--- config.mk ---
export PLATFORM = sky130hd
export DESIGN_NAME = rom_scanner
export DESIGN_NICKNAME = d
export VERILOG_FILES = /design/src/rtl/rom_scanner.sv
export SDC_FILE = /design/constraint.sdc
export NUM_CORES = 1
export LEC_CHECK = 0
export CAP_MARGIN = 0
export CORE_MARGIN = 2
export CORE_UTILIZATION = 40
export DETAILED_ROUTE_END_ITERATION = 12
export DONT_BUFFER_PORTS = 1
export MAX_ROUTING_LAYER = met4
export PLACE_DENSITY = 0.64
export SYNTH_ARGS = -nofsm -noshare
export SYNTH_HDL_FRONTEND = slang
export SYNTH_SLANG_ARGS = --single-unit
export TNS_END_PERCENT = 1
--- constraint.sdc ---
create_clock -name clk -period 4.3 [get_ports clk]
set_input_delay 0.86 -clock clk [delete_from_list [all_inputs] [get_ports clk]]
set_output_delay 0.86 -clock clk [all_outputs]
set_load 0.02 [all_outputs]
--- src/rtl/rom_scanner.sv ---
// Address sequencer for a small combinational lookup ROM: walks every address once per
// start, registers each word onto a valid/ready stream and keeps a running sum.
module rom_scanner #(
  parameter int ADDR_W   = 3,
  parameter int DATA_W   = 4,
  parameter int TICK_DIV = 50_000_000,
  parameter int SUM_W    = ADDR_W + DATA_W
) (
  input  logic              clk,
  input  logic              rst_n,
  input  logic              start,
  input  logic              mode_auto,
  input  logic              step,
  output logic [ADDR_W-1:0] rom_addr,
  input  logic [DATA_W-1:0] rom_data,
  output logic [DATA_W-1:0] out_data,
  output logic [ADDR_W-1:0] out_addr,
  output logic              out_valid,
  input  logic              out_ready,
  output logic [SUM_W-1:0]  sum,
  output logic              busy,
  output logic              done
);

  localparam int TW = (TICK_DIV > 1) ? $clog2(TICK_DIV) : 1;
  localparam logic [TW-1:0] TICK_MAX = TW'(TICK_DIV - 1);

  typedef enum logic [1:0] {S_IDLE, S_FETCH, S_OFFER, S_WAIT} state_t;

  state_t            r_state;
  state_t            w_next;
  logic [ADDR_W-1:0] r_addr;
  logic [TW-1:0]     r_tick;
  logic              r_mode;
  logic [DATA_W-1:0] r_out_data;
  logic [ADDR_W-1:0] r_out_addr;
  logic              r_out_valid;
  logic [SUM_W-1:0]  r_sum;
  logic              r_busy;
  logic              r_done;
  logic              w_accept;
  logic              w_last;

  assign w_accept = r_out_valid & out_ready;
  assign w_last   = (r_addr == '1);

  always_ff @(posedge clk or negedge rst_n) begin
    if (!rst_n) r_state <= S_IDLE;
    else        r_state <= w_next;
  end

  always_comb begin
    w_next = r_state;
    case (r_state)
      S_IDLE:  if (start) w_next = S_FETCH;
      S_FETCH: w_next = S_OFFER;
      S_OFFER: if (w_accept) w_next = w_last ? S_IDLE : S_WAIT;
      S_WAIT: begin
        if (r_mode) begin
          if (r_tick == TICK_MAX) w_next = S_FETCH;
        end else if (step) begin
          w_next = S_FETCH;
        end
      end
      default: w_next = S_IDLE;
    endcase
  end

  always_ff @(posedge clk or negedge rst_n) begin
    if (!rst_n) begin
      r_addr      <= '0;
      r_tick      <= '0;
      r_mode      <= 1'b0;
      r_out_data  <= '0;
      r_out_addr  <= '0;
      r_out_valid <= 1'b0;
      r_sum       <= '0;
      r_busy      <= 1'b0;
      r_done      <= 1'b0;
    end else begin
      case (r_state)
        S_IDLE: begin
          if (start) begin
            r_addr <= '0;
            r_sum  <= '0;
            r_done <= 1'b0;
            r_busy <= 1'b1;
            r_mode <= mode_auto;
          end
        end
        S_FETCH: begin
          r_out_data  <= rom_data;
          r_out_addr  <= r_addr;
          r_sum       <= r_sum + SUM_W'(rom_data);
          r_out_valid <= 1'b1;
        end
        S_OFFER: begin
          if (w_accept) begin
            r_out_valid <= 1'b0;
            if (w_last) begin
              r_busy <= 1'b0;
              r_done <= 1'b1;
            end else begin
              r_addr <= r_addr + 1'b1;
              r_tick <= '0;
            end
          end
        end
        S_WAIT: begin
          if (r_mode) r_tick <= r_tick + 1'b1;
        end
        default: ;
      endcase
    end
  end

  // Outside a scan the ROM is parked at address 0.
  always_comb begin
    rom_addr = (r_state == S_IDLE) ? '0 : r_addr;
  end

  assign out_data  = r_out_data;
  assign out_addr  = r_out_addr;
  assign out_valid = r_out_valid;
  assign sum       = r_sum;
  assign busy      = r_busy;
  assign done      = r_done;

endmodule

* Yosys cells after proc, flatten, opt, wreduce, memory -nomap -nowiden
Index checks and enable logic that the tools add are counted.
** Operators by class
- Equal/unequal tests :: 12
- Muxes and demuxes :: 28
- Reductions and logical operators :: 12
- Bitwise operators :: 1
- $add $sub $neg :: 3
** Operators by type and width (number)
- $mux W26 :: 3
- $pmux W26 S2 :: 1
- $add A26 B1 Y26 const B :: 1
- $eq A26 B26 Y1 const B :: 1
- $reduce_and A4 Y1 :: 4
- $pmux W7 S2 :: 1
- $mux W2 :: 6
- $mux W3 :: 4
- $ne A2 B2 Y1 const B :: 5
- $pmux W2 S4 :: 1
- $reduce_bool A2 Y1 :: 4
- $add A7 B4 Y7 :: 1
- $mux W1 :: 7
- $mux W7 :: 1
- $ne A3 B3 Y1 const B :: 2
- $pmux W1 S2 :: 3
- $pmux W3 S2 :: 1
- $reduce_and A2 Y1 :: 3
- $eq A2 B2 Y1 const B :: 2
- $add A3 B1 Y3 const B :: 1
- $eq A3 B3 Y1 const B :: 1
- $eq A2 B1 Y1 const B :: 1
- $logic_not A2 Y1 :: 1
- $and A1 B1 Y1 :: 1
** Storage, ports and cells
- Flip-flop bits (word level) :: 49
- Logic and storage cells :: 66
- Output and inout port bits :: 20
- Bits of input ports :: 10

* Longest topological paths before layout
- Word-level depth :: 4
- Depth in mapped cells :: 9
- Gate-level depth less buffers :: 7

* Least setup slack after synthesis
OpenSTA, ideal clock, no wires.
- Kind :: register -> register
- From :: register r_addr[0]
- To :: register r_tick[23]
- Path slack :: 1779 ps
- Data required time :: 4222 ps
- Arrival time :: 2442 ps
- Cell stages (with the launch flop) :: 10
- Library setup time :: 78 ps
- Clock period less this slack :: 2521 ps
- Buffers on the path :: 2
- Cell sequence :: dfrtp_1 -> ha_1 -> ha_1 -> buf_6 -> nand3b_4 -> a21o_4 -> or3_4 -> buf_6 -> or4_1 -> a21oi_1
** Between the ends
- Cells in the longest elaborated chain, start to end :: 3
** RTL lines
- from (decl) :: line 32 : logic [ADDR_W-1:0] r_addr;
- from (signal assigned) :: line 104 : r_addr <= r_addr + 1'b1;
- $eq A3 B3 Y1 :: line 45 : assign w_last = (r_addr == '1);
- $ne A2 B2 Y1 (no line)
- $reduce_and A4 Y1 (no line)
- to (signal assigned) :: line 110 : if (r_mode) r_tick <= r_tick + 1'b1;
- to (decl) :: line 33 : logic [TW-1:0] r_tick;
No other way between the ends.
A chain may end at the register's enable or synchronous reset.

* Worst setup path in the final report
- From :: register r_state[0]
- To :: register r_tick[25]
** Between the ends
- Cells in the longest elaborated chain, start to end :: 3
- Elaborated cells between the ends (all ways) :: 8
- Those cells by class :: eq/ne (5); mux (1); reduce/logical (2)
** RTL lines
- from (decl) :: line 30 : state_t r_state;
- from (signal assigned) :: line 49 : else r_state <= w_next;
- $eq A2 B2 Y1 :: line 81 : case (r_state)
- $ne A2 B2 Y1 (no line) / $reduce_bool A2 Y1 (equally long branches)
- $reduce_and A4 Y1 (no line)
Several ways; a longest one is shown, not always the timed one.

==> key figures <==
Run status
  – Status: complete, no violations

Clock network
  – Worst-case clock buffer depth: 2
  – H-tree depth: 2
  – Clock insertion delay at the later pin of the skew report: 300 ps
  – Clock buffers created by TritonCTS: 5
  – Cts hold-fix bufs: 0
  – Post-CTS Resized: 0
  – Clock root buffer: clkbuf_8
  – Post-CTS Setup Repair Bufs: 0
  – Clock-pin slew on the worst setup and hold paths: 100 ps
  – CTS tree: yes
  – Clock sink count: 49

Timing
  – Transition time at the pin with the least slew margin: 808 ps
  – Min Clock Period, post-route: 2750 ps
  – Final worst-path cycle share: 63.8%
  – Setup violations, final: 0
  – Worst path setup slack after routing: 1550 ps
  – Post-route clock skew: 15.1 ps
  – Final hold violations: 0
  – Final-layout setup total negative slack: 0 ps
  – Slew Limit Headroom: 46.1%
  – Max-slew violation count: 0
  – Highest achievable clock rate: 364 MHz
  – Setup repair after global routing missed its margin: false

Cells and area
  – Non-filler instance count after layout: 356
  – Share of cells above drive strength 1: 9.42%
  – Diodes inserted: 0
  – Sequential Area: 0.00123 mm2
  – Area of the multi-input gates: 0.00142 mm2
  – Area added between synthesis and finish: 4.93%
  – Post-Route Utilization: 42.8%
  – Count of filler cells inserted in the layout: 653
  – Post-Layout Inst Area: 0.00287 mm2
  – Final layout net count: 297

Power and ir drop
  – Sequential Power Share: 48.7%
  – Clock network power share: 15.9%
  – NetSw: 0.692 mW
  – Int Pwr: 0.991 mW
  – Power density of the placed cells: 586 mW/mm2
  – Combinational fraction of design power: 35.4%
  – Worst supply voltage drop on vdd: 0.000247 V
  – Switching Fraction: 41.1%
  – Static Leak: 1.23 nW

Floorplan
  – Core outline area: 0.00672 mm2
  – Die Area: 0.00752 mm2
  – IO Count: 30
  – Starting density of the core: 40.8%
  – Vertical die dimension: 86.7 um
  – Placement Rows: 30
  – Die X-Extent: 86.7 um

Global route
  – First-pass GRT wire length: 8.96 mm
  – Initial antenna violation count: 0
  – Global routing usage summed across all routing layers: 15.2%
  – Pin count of the biggest net entering global routing: 50
  – Via count of the first global-routing pass: 1961
  – Total gr overflow: 0

Detailed routing
  – First DRT Iteration DRCs: 101
  – Number of design rule violations left after detail routing: 0
  – Average wire length per cell after detail routing: 14.7 um
  – TritonRoute pass-1 iters: 4
  – Via count: 2026
  – Final ANT Viol Nets: 0
  – Total wire length: 5.23 mm
  – Via-to-Cell Ratio: 5.69

Synthesis
  – Synth Warn #: 0
  – Primary FF master, synth: dfrtp_1
  – Count of state elements after synthesis: 49
  – Post-synthesis instance area: 0.00274 mm2
  – Mean Syn Cell Area: 9.85 um2
  – Count of flip-flops with a built-in enable after synthesis: 0
  – Fraction of registers with async set or reset after synthesis: 100%
  – Synthesized netlist cell count: 278
  – Post-Synthesis Net Count: 300
  – Unique cell type count in the Yosys netlist: 47
  – Sequential fraction of the synthesis area: 44.8%

Place
  – Port bufs: 0
  – Last weighted congestion value of the routability-driven placer: 0.832
  – DPL Wire Length: 3.57 mm
  – Pre-CTS setup slack: 1550 ps
  – Total placed cells including tap cells: 348
  – DP Area: 0.00279 mm2

Worst setup path
  – Critical path endpoint category: flop
  – Kind of start point of the critical path: flop
  – Chain of cells forming the critical path: inv_1, ha_1, mux2i_1, a21o_4, or3_4, or4_1, a21oi_1
  – Crit path DAT: 2970 ps
  – Critical path required time: 4520 ps
  – Slowest CP cell: ha_1
  – Highest fanout seen on the critical path: 19
  – CP Class: flop to flop
  – Worst-case reg-to-reg path depth: 7
  – Delay of the slowest cell on the worst path: 570 ps

Run
  – Max-cap check violation count: 0

Hold path
  – Worst hold-check path type: input port to asynchronous set/reset pin
power by group through the flow:
stage | Combinational (mW) | Sequential (mW) | Clock, mW
after floorplan | 0.506 | 0.790 | 0
after global placement | 0.583 | 0.824 | 0
after detailed placement | 0.597 | 0.829 | 0
after CTS | 0.601 | 0.820 | 0.280
after global routing | 0.676 | 0.848 | 0.302
final | 0.595 | 0.820 | 0.268
kinds of logic (layout without fill, tap and decap cells):
group | after synthesis | after routing | share of synthesized area [%]
and+or+nand+nor | 113 | 113 | 22.1
AOI/OAI and AO/OA | 54 | 54 | 13.4
DFF | 49 | 49 | 44.8
buffers and inverters | 20 | 18 | 3.38
xor gates and xnor gates | 17 | 17 | 5.44
muxes | 13 | 13 | 5.16
adders and majority gates | 12 | 12 | 5.76
worst max-delay path: cells and delay by family, from the launching register on:
family / cells / cell delay [ps]
AOI/OAI and AO/OA: 2 / 410
adders and majority gates: 1 / 570
buffers and inverters: 1 / 110
DFF: 1 / 410
muxes: 1 / 210
and+or+nand+nor: 2 / 950
state kept, by name, indices dropped and copies added (netlist names):
signal	count
done	1
out_valid	1
busy	1
r_addr	3
sum	7
out_data	4
r_state	2
r_mode	1
out_addr	3
r_tick	26
worst paths after layout:
| path | slack (ps) | end | from |
|---|---|---|---|
| setup / recovery | 1550 | r_tick[25] | r_state[0] |
| max in group asynchronous | 3940 | r_tick[8] | rst_n |
| hold reg to reg | 550 | r_tick[6] | r_tick[6] |
| min in group clk | 550 | r_tick[6] | r_tick[6] |
| setup reg to reg | 1550 | r_tick[25] | r_state[0] |
| hold / removal | 240 | sum[3] | rst_n |
synthesized netlist by cell type, types with 2 or more instances:
cell | count | area share, %
a22o_1 | 5 | 1.6
nor4_1 | 7 | 1.6
xor2_1 | 7 | 2.2
o22ai_1 | 2 | 0.46
nand3b_1 | 2 | 0.55
o21ai_0 | 8 | 1.5
or4_1 | 6 | 1.6
nand4_1 | 8 | 1.8
inv_1 | 9 | 1.2
a21oi_1 | 17 | 3.1
xnor2_1 | 10 | 3.2
nand2b_1 | 3 | 0.69
or3_1 | 3 | 0.69
nor2_1 | 26 | 3.6
nand2_1 | 19 | 2.6
buf_6 | 2 | 0.82
clkbuf_1 | 6 | 0.82
o211ai_1 | 2 | 0.55
mux2_2 | 9 | 3.7
buf_2 | 2 | 0.37
nand3_1 | 13 | 2.4
nor3_1 | 8 | 1.5
and3_1 | 5 | 1.1
mux2i_1 | 4 | 1.5
dfrtp_1 | 49 | 45
o31ai_1 | 5 | 1.4
ha_1 | 11 | 5.0
a21o_1 | 3 | 0.82
nor2b_1 | 6 | 1.4
a32o_1 | 4 | 1.5
placed cells by master, fill, tap and decap left out, types with 4 or more instances in the layout:
cell type / netlist / final
and3_1: 5 / 5
xnor2_1: 10 / 10
a32o_1: 4 / 4
xor2_1: 7 / 7
a22o_1: 5 / 5
o31ai_1: 5 / 5
nand4_1: 8 / 8
nor2_1: 26 / 26
nor4_1: 7 / 7
inv_1: 9 / 9
nor3_1: 8 / 8
or4_1: 6 / 6
dfrtp_1: 49 / 49
nand2_1: 19 / 19
a21oi_1: 17 / 17
mux2_2: 9 / 9
mux2i_1: 4 / 4
nor2b_1: 6 / 6
o21ai_0: 8 / 8
nand3_1: 13 / 13
ha_1: 11 / 11
clkbuf_8: 0 / 5
through the flow:
stage	hold WS, ps	power, mW
floorplan	510	1.30
global placement	528	1.41
detailed placement	539	1.43
CTS	228	1.70
global route	208	1.83
finish	239	1.68
cell type report:
| cell class | instances | area share [%] |
|---|---|---|
| inverters | 9 | 1.18 |
| repair buffers | 1 | 0.261 |
| multi-input cells | 209 | 49.4 |
| clock buffers | 5 | 2.39 |
| well taps | 80 | 3.48 |
| flip-flops and latches | 49 | 42.7 |
| clock inverters | 3 | 0.609 |
per-layer routing:
| metal | GRT usage, % | up-vias | routed length (um) |
|---|---|---|---|
| met5 | - | - | 0 |
| met4 | 4.26 | 0 | 41 |
| met3 | 3.62 | 4 | 192 |
| met2 | 23.3 | 37 | 2500 |
| met1 | 20.3 | 981 | 2490 |
| li1 | - | 1004 | - |
No activity file was read; power rests on OpenSTA's default activity.
